--- src/rtl/fpga_cfg_loader.sv ---
// Configuration-chain loader: accepts bytes over a valid/ready stream, shifts them LSB first
// into a flip-flop chain of CHAIN_LEN bits, then verifies a trailing XOR checksum byte.

module fpga_cfg_loader_chk (
    input logic clk,
    input logic rst_n,
    input logic cfg_en,
    input logic in_ready,
    input logic busy,
    input logic done,
    input logic error
);

    a_cfg_en_busy : assert property (@(posedge clk) disable iff (!rst_n) cfg_en |-> busy);
    a_ready_busy  : assert property (@(posedge clk) disable iff (!rst_n) in_ready |-> busy);
    a_ready_shift : assert property (@(posedge clk) disable iff (!rst_n) !(in_ready && cfg_en));
    a_done_error  : assert property (@(posedge clk) disable iff (!rst_n) !(done && error));

endmodule

module fpga_cfg_loader #(
    parameter int CHAIN_LEN = 64
) (
    input  logic       clk,
    input  logic       rst_n,
    input  logic       start,
    input  logic       abort,
    input  logic [7:0] in_data,
    input  logic       in_valid,
    output logic       in_ready,
    output logic       ccff_head,
    output logic       cfg_en,
    output logic       busy,
    output logic       done,
    output logic       error
);

    localparam int BL_W = $clog2(CHAIN_LEN + 1);

    typedef enum logic [2:0] {
        ST_IDLE  = 3'd0,
        ST_LOAD  = 3'd1,
        ST_SHIFT = 3'd2,
        ST_CHECK = 3'd3,
        ST_DONE  = 3'd4,
        ST_ERR   = 3'd5
    } state_t;

    function automatic logic [7:0] csum_update(input logic [7:0] acc, input logic [7:0] b);
        return acc ^ b;
    endfunction

    state_t          state_r, state_s;
    logic [BL_W-1:0] bits_left_r, bits_left_s;
    logic [7:0]      checksum_r, checksum_s;
    logic [7:0]      shreg_r, shreg_s;
    logic [2:0]      bit_idx_r, bit_idx_s;
    logic            ccff_head_r, ccff_head_s;
    logic            cfg_en_r, cfg_en_s;
    logic            in_ready_r, in_ready_s;
    logic            busy_r, busy_s;
    logic            done_r, done_s;
    logic            error_r, error_s;
    logic            xfer_s;
    logic            last_bit_s;

    assign xfer_s     = in_valid & in_ready_r;
    // A byte ends early when the chain runs out, so the upper bits of a partial byte are never shifted.
    assign last_bit_s = (bit_idx_r == 3'd7) || (bits_left_r == BL_W'(1));

    // Next-state and next-output logic; every output is the registered image of its _s value.
    always_comb begin
        state_s     = state_r;
        bits_left_s = bits_left_r;
        checksum_s  = checksum_r;
        shreg_s     = shreg_r;
        bit_idx_s   = bit_idx_r;
        ccff_head_s = ccff_head_r;
        cfg_en_s    = 1'b0;
        in_ready_s  = in_ready_r;
        busy_s      = busy_r;
        done_s      = done_r;
        error_s     = error_r;

        if (abort) begin
            state_s    = ST_IDLE;
            in_ready_s = 1'b0;
            busy_s     = 1'b0;
            done_s     = 1'b0;
            error_s    = 1'b0;
        end else begin
            case (state_r)
                ST_IDLE, ST_DONE, ST_ERR: begin
                    if (start) begin
                        state_s     = ST_LOAD;
                        bits_left_s = BL_W'(CHAIN_LEN);
                        checksum_s  = 8'h00;
                        in_ready_s  = 1'b1;
                        busy_s      = 1'b1;
                        done_s      = 1'b0;
                        error_s     = 1'b0;
                    end else begin
                        in_ready_s = 1'b0;
                        busy_s     = 1'b0;
                    end
                end
                ST_LOAD: begin
                    if (xfer_s) begin
                        state_s     = ST_SHIFT;
                        shreg_s     = in_data;
                        checksum_s  = csum_update(checksum_r, in_data);
                        bit_idx_s   = 3'd0;
                        ccff_head_s = in_data[0];
                        cfg_en_s    = 1'b1;
                        in_ready_s  = 1'b0;
                    end else begin
                        in_ready_s = 1'b1;
                    end
                end
                ST_SHIFT: begin
                    // bits_left is at least 1 here, so this decrement cannot wrap.
                    bits_left_s = bits_left_r - BL_W'(1);
                    if (last_bit_s) begin
                        in_ready_s = 1'b1;
                        if (bits_left_r == BL_W'(1)) begin
                            state_s = ST_CHECK;
                        end else begin
                            state_s = ST_LOAD;
                        end
                    end else begin
                        bit_idx_s   = bit_idx_r + 3'd1;
                        ccff_head_s = shreg_r[bit_idx_s];
                        cfg_en_s    = 1'b1;
                    end
                end
                ST_CHECK: begin
                    if (xfer_s) begin
                        in_ready_s = 1'b0;
                        busy_s     = 1'b0;
                        if (in_data == checksum_r) begin
                            state_s = ST_DONE;
                            done_s  = 1'b1;
                        end else begin
                            state_s = ST_ERR;
                            error_s = 1'b1;
                        end
                    end else begin
                        in_ready_s = 1'b1;
                    end
                end
                default: begin
                    state_s    = ST_IDLE;
                    in_ready_s = 1'b0;
                    busy_s     = 1'b0;
                    done_s     = 1'b0;
                    error_s    = 1'b0;
                end
            endcase
        end
    end

    // State and datapath registers with asynchronous reset.
    always_ff @(posedge clk or negedge rst_n) begin
        if (!rst_n) begin
            state_r     <= ST_IDLE;
            bits_left_r <= '0;
            checksum_r  <= 8'h00;
            shreg_r     <= 8'h00;
            bit_idx_r   <= 3'd0;
            ccff_head_r <= 1'b0;
            cfg_en_r    <= 1'b0;
            in_ready_r  <= 1'b0;
            busy_r      <= 1'b0;
            done_r      <= 1'b0;
            error_r     <= 1'b0;
        end else begin
            state_r     <= state_s;
            bits_left_r <= bits_left_s;
            checksum_r  <= checksum_s;
            shreg_r     <= shreg_s;
            bit_idx_r   <= bit_idx_s;
            ccff_head_r <= ccff_head_s;
            cfg_en_r    <= cfg_en_s;
            in_ready_r  <= in_ready_s;
            busy_r      <= busy_s;
            done_r      <= done_s;
            error_r     <= error_s;
        end
    end

    assign in_ready  = in_ready_r;
    assign ccff_head = ccff_head_r;
    assign cfg_en    = cfg_en_r;
    assign busy      = busy_r;
    assign done      = done_r;
    assign error     = error_r;

    fpga_cfg_loader_chk u_chk (
        .clk      (clk),
        .rst_n    (rst_n),
        .cfg_en   (cfg_en_r),
        .in_ready (in_ready_r),
        .busy     (busy_r),
        .done     (done_r),
        .error    (error_r)
    );

endmodule

--- config.mk ---
export PLATFORM = sky130hd
export DESIGN_NAME = fpga_cfg_loader
export DESIGN_NICKNAME = d
export VERILOG_FILES = /design/src/rtl/fpga_cfg_loader.sv
export SDC_FILE = /design/constraint.sdc
export NUM_CORES = 1
export LEC_CHECK = 0
export ABC_AREA = 1
export ABC_CLOCK_PERIOD_IN_PS = 2300
export CAP_MARGIN = 40
export CORE_AREA = 2 2 75 77
export CTS_CLUSTER_SIZE = 20
export DETAILED_ROUTE_END_ITERATION = 10
export DIE_AREA = 0 0 77 79
export GPL_TIMING_DRIVEN = 0
export SYNTH_ARGS = -nofsm -noshare
export SYNTH_HDL_FRONTEND = slang
export SYNTH_SLANG_ARGS = --single-unit
--- constraint.sdc ---
create_clock -name clk -period 2.3 [get_ports clk]
set_input_delay 0.575 -clock clk [delete_from_list [all_inputs] [get_ports clk]]
set_output_delay 0.575 -clock clk [all_outputs]
set_load 0.05 [all_outputs]
-- After elaboration in Yosys (flattened, before gate mapping)
Index checks and enable logic that the tools add are counted.
- flip-flop bits (word level): 35
- bits in latches: 0
- bits in writable memories: 0
- memory bits (read-only): 0
- bits of input ports: 13
- output and inout port bits: 6
- word-level logic and storage cells: 93
- memories kept: 0
- $add $sub $neg: 2
- multiply operators: 0
- divide/modulo/power cells: 0
- $lt $le $gt $ge: 1
- equality and inequality tests: 18
- shifts and indexed selects: 0
- multiplexer cells: 42
- bitwise gates (word level): 3
- reductions and logical operators: 16
- operator list (operator ; count):
    $mux 3 ; 7
    $mux 1 ; 20
    $reduce_and 4->1 ; 5
    $ne 3x3->1 const B ; 6
    $mux 8 ; 2
    $pmux 8 s2 ; 1
    $pmux 7 s2 ; 1
    $pmux 1 s3 ; 4
    $pmux 3 s4 ; 1
    $eq 3x3->1 const B ; 3
    $eq 8x8->1 ; 1
    $xor 8x8->8 ; 1
    $eq 7x1->1 const B ; 1
    $mux 7 ; 1
    $sub 7x1->7 const B ; 1
    $eq 3x2->1 const B ; 2
    $ne 2x2->1 const B ; 3
    $pmux 3 s2 ; 1
    $reduce_and 3->1 ; 2
    $reduce_bool 2->1 ; 3
    $lt 3x4->1 const B ; 1
    $pmux 1 s2 ; 2
    $reduce_or 2->1 ; 2
    $add 3x1->3 const B ; 1
    other kinds (10) ; 10

-- Logic depth before layout (Yosys ltp)
- depth after elaboration: 5
- gate-level depth with buffers: 10
- depth with buffers taken out: 10

-- Worst setup path after synthesis
Ideal clock, no wire load.
- kind: register -> register
- start point: register in_ready_r, in the netlist in_ready
- end point: register checksum_r[1]
- setup time: 0.092 ns
- arrival: 1.314 ns
- data required time: 2.208 ns
- setup slack: 0.895 ns
- cell stages (with the launch flop): 6
- path buffers: 1
- clock period less this slack: 1.405 ns
- cell sequence: dfrtp_1 nand2_1 nand2_1 nand3_4 buf_6 o31ai_2
- cells in the longest elaborated chain, start to end: 3
- RTL lines (element ; RTL line ; source):
    from (decl) ; 60 ; logic in_ready_r, in_ready_s;
    from (signal assigned) ; 184 ; in_ready_r <= in_ready_s;
    $and 1x1->1 ; 67 ; assign xfer_s = in_valid & in_ready_r;
    $ne 2x2->1 (no source line) ; n/a ;
    $reduce_and 4->1 (no source line) ; n/a ;
    to (signal assigned) ; 179 ; checksum_r <= checksum_s;
    to (decl) ; 55 ; logic [7:0] checksum_r, checksum_s;
Every way passes these cells.
A chain may end at the register's enable or synchronous reset.

-- Worst setup path after layout
- start point: register in_ready_r, in the netlist in_ready
- end point: output port in_ready
- RTL lines (element ; RTL line ; source):
    to (decl) ; 30 ; output logic in_ready,
No word-level cell between the ends.

==> flow_summary.rst <==
.. list-table::
   :header-rows: 1

   * - Metric
     - Value
   * - DRT antenna net count
     - 0
   * - Die area
     - 0.00608 mm^2
   * - Most common library cell in the layout ignoring fill and taps
     - sky130_fd_sc_hd__nand2_1
   * - Rows
     - 27
   * - Initial Util
     - between 30% and 40%
   * - Synthesized area divided by synthesized cell count
     - a little over 7 um^2
   * - Fmax
     - 478 MHz
   * - Post-Place Setup Slack
     - 0.167 ns
   * - Type of element launching the critical path
     - flop
   * - Peak-usage layer in the global routing report
     - met2
   * - # IOs
     - 19
   * - Core Region
     - ~0.0053 mm^2
   * - Clk_lat worst skew
     - 0.28 ns
   * - Port Buf Inserts
     - 18
   * - Routed vias
     - 1790
   * - Final critical-path share of the clock period
     - between 90% and 100%
   * - DRC violation count after routing
     - 0
   * - Syn nets
     - 302
   * - Final worst path period need
     - around 2.1 ns
   * - Worst Hold Slack
     - between 0.3 and 0.4 ns
   * - Synth unique cells
     - 23
   * - Run status
     - completed
   * - Met1 GRT Util
     - 21.4%
   * - Die Y
     - between 70 and 80 um
   * - Antenna violations before repair
     - 0
   * - Pwr dens
     - roughly 1200 mW/mm^2
   * - Number of synthesized register bits
     - 35
   * - CP arrival
     - roughly 1.5 ns
   * - Wire length of the first global-routing pass
     - a little under 8 mm
   * - Hold Fails Final Rpt
     - 0
   * - Slack of the critical path
     - between 0.2 and 0.25 ns
   * - Maximum VDD drop
     - roughly 0.63 mV
   * - Clk sink count
     - 35
   * - Wire length per cell after detailed routing
     - between 10 and 15 um
   * - Setup repair after global routing missed its margin
     - no
   * - Critical-path top delay cell
     - sky130_fd_sc_hd__clkdlybuf4s50_1
   * - Net total in the final layout
     - roughly 330
   * - Final setup vio count
     - 0
   * - Clk buf depth
     - 2
   * - Netlist area before placement
     - 0.00203 mm^2
   * - Global routing usage summed across all routing layers
     - between 10% and 20%
   * - Register area share after synthesis
     - 43.1%
   * - Number of max-cap violations
     - 0
   * - Detail Placement HPWL
     - 3.26 mm
   * - Required time of the critical path
     - roughly 1.7 ns
   * - CP endpoint kind
     - output pin
   * - Yosys warnings
     - 0
   * - Max H-tree Level
     - 2
   * - Post-CTS Setup Inserts
     - 0
   * - Max Transition Viols Final
     - 0
   * - Filler instances
     - about 570
   * - Cell-by-cell listing of the critical path
     - clkdlybuf4s50_1
   * - Global placement routability congestion
     - 0.893
   * - Number of antenna cells inserted
     - 0
   * - Commonest cells after routing, fill and taps aside
     - 110 x sky130_fd_sc_hd__nand2_1, 37 x sky130_fd_sc_hd__inv_1, 35 x sky130_fd_sc_hd__dfrtp_1
   * - GR Layer Usage met3
     - 3.41%
   * - Finished Cell Area
     - between 0.002 and 0.0025 mm^2
   * - Clock skew
     - 0.00528 ns
   * - CP delay by family, top
     - buffers and inverters
   * - Static leakage power
     - around 1.2 nW
   * - Gr ovfl total
     - 0
   * - Classification of the worst-slack hold path
     - input port to asynchronous set/reset pin
   * - Routing usage on met2
     - roughly 25%
   * - Gate count after technology mapping
     - 285
   * - Max-slew headroom at the worst pin
     - 47.3%
   * - # placed instances
     - around 380
   * - Post-CTS Resized
     - 0
   * - First-pass iteration count of the detailed router
     - 4
   * - Maximum fanout count along the critical path
     - 4
   * - Ratio of cells with drive above 1 in the final layout
     - a little under a tenth
   * - Initial DRC Count
     - 85
   * - Buffering stage count on the worst path with inverters included
     - 1
   * - Register clock-pin slew on the reported worst setup and hold paths
     - 0.07 ns
   * - Hold bufs inserted after CTS
     - 0
   * - Area added between synthesis and finish
     - 17.2%
   * - DIE WIDTH
     - around 77 um
   * - Layout Cells excl Fill
     - 383
   * - Worst Setup Path Type
     - flop to output pin
   * - Aggregate routed wire length
     - between 4 and 5 mm
   * - Pin count of the biggest net entering global routing
     - 36
   * - Dpl cell area
     - about 0.0023 mm^2
   * - Clock tree root driver cell
     - sky130_fd_sc_hd__clkbuf_8
   * - Clock tree from TritonCTS
     - built
   * - Post-DR vias/cell
     - 4.67
   * - Number of buffers added by the clock tree synthesis step
     - 5
   * - Final total power
     - a little under 0.003 W
   * - Critical Path Max Stage Delay
     - a little over 0.8 ns
   * - Via count of the first global-routing pass
     - about 1700
   * - Pin slew with the least headroom to its limit
     - about 0.79 ns
logic make-up (layout without fill, tap and decap cells):
family	after synthesis	in the layout	share of synthesized area [%]
DFF	35	35	43.1
and+or+nand+nor	166	166	35.1
adders and majority gates	4	4	2.46
AOI/OAI and AO/OA	35	35	10.1
buffers and inverters	45	71	9.23
worst register-to-register path, stage by stage (launching register included):
cell and delay (ns):
sky130_fd_sc_hd__dfrtp_1 0.45, sky130_fd_sc_hd__ha_1 0.23, sky130_fd_sc_hd__ha_1 0.18, sky130_fd_sc_hd__nor2_1 0.12, sky130_fd_sc_hd__nand2_2 0.10, sky130_fd_sc_hd__inv_1 0.14
sky130_fd_sc_hd__nor2_2 0.07, sky130_fd_sc_hd__nand2_1 0.06, sky130_fd_sc_hd__nand2_1 0.05
sequential cells by signal, indices dropped and copies added (netlist names):
register	cells
busy	1
shreg_r	8
state_r	3
in_ready	1
done	1
error	1
bits_left_r	7
ccff_head	1
cfg_en	1
checksum_r	8
bit_idx_r	3
per-layer routing:
| metal | vias up | part of all wire [%] | routed length [um] |
|---|---|---|---|
| met5 | - | 0 | 0 |
| met4 | 0 | 0.87 | 38 |
| met3 | 2 | 3.5 | 154 |
| met2 | 30 | 45 | 1960 |
| met1 | 805 | 50 | 2200 |
| li1 | 953 | - | - |
layout make-up:
| class | count | area (um^2) | share of cell area (%) |
|---|---|---|---|
| Multi-Input combinational cell | 205 | 971 | 40.7 |
| Tap cell | 72 | 90.1 | 3.78 |
| Clock buffer | 6 | 72.6 | 3.04 |
| Timing Repair Buffer | 18 | 175 | 7.35 |
| Clock inverter | 2 | 12.5 | 0.525 |
| Buffer | 3 | 30.0 | 1.26 |
| Sequential cell | 35 | 876 | 36.7 |
| Inverter | 42 | 158 | 6.61 |
worst paths after layout:
path,startpoint,endpoint,slack [ns],depth (start not counted)
hold reg to reg,bit_idx_r[2]$_DFFE_PN0P_,bit_idx_r[2]$_DFFE_PN0P_,0.48,2
setup / recovery,in_ready$_DFFE_PN0P_,in_ready,0.21,1
hold / removal,rst_n,shreg_r[3]$_DFFE_PN0P_,0.38,1
setup reg to reg,bit_idx_r[0]$_DFFE_PN0P_,state_r[2]$_DFFE_PN0P_,0.79,8
max in group asynchronous,rst_n,state_r[2]$_DFFE_PN0P_,1.42,1
min in group clk,bit_idx_r[2]$_DFFE_PN0P_,bit_idx_r[2]$_DFFE_PN0P_,0.48,2
cell usage after synthesis, drive strengths merged:
library cell | number | area, um^2
nand4 | 6 | 37.5
ha | 4 | 50.1
nor2 | 23 | 101
nand3b | 2 | 15.0
a21oi | 7 | 35.0
buf | 3 | 30.0
nand2 | 114 | 438
o21ai | 19 | 95.1
dfrtp | 35 | 876
o31ai | 8 | 70.1
inv | 42 | 158
nand3 | 20 | 118
o22ai | 1 | 6.26
nor3 | 1 | 5.00
metrics by stage:
| step | setup TNS (ns) | util [%] |
|---|---|---|
| floorplan | 0 | - |
| global placement | -7.95 | 43.2 |
| detailed placement | 0 | 43.1 |
| CTS | 0 | 44.7 |
| global route | 0 | 44.7 |
| finish | 0 | 44.7 |
power breakdown:
group	internal, W	total, W	switching (W)	leakage [nW]
Clock	0.000212	0.000430	0.000219	0.0412
Combinational	0.000505	0.00138	0.000878	0.707
Sequential	0.000863	0.00107	0.000211	0.461
Power figures use the tool's default switching activity.
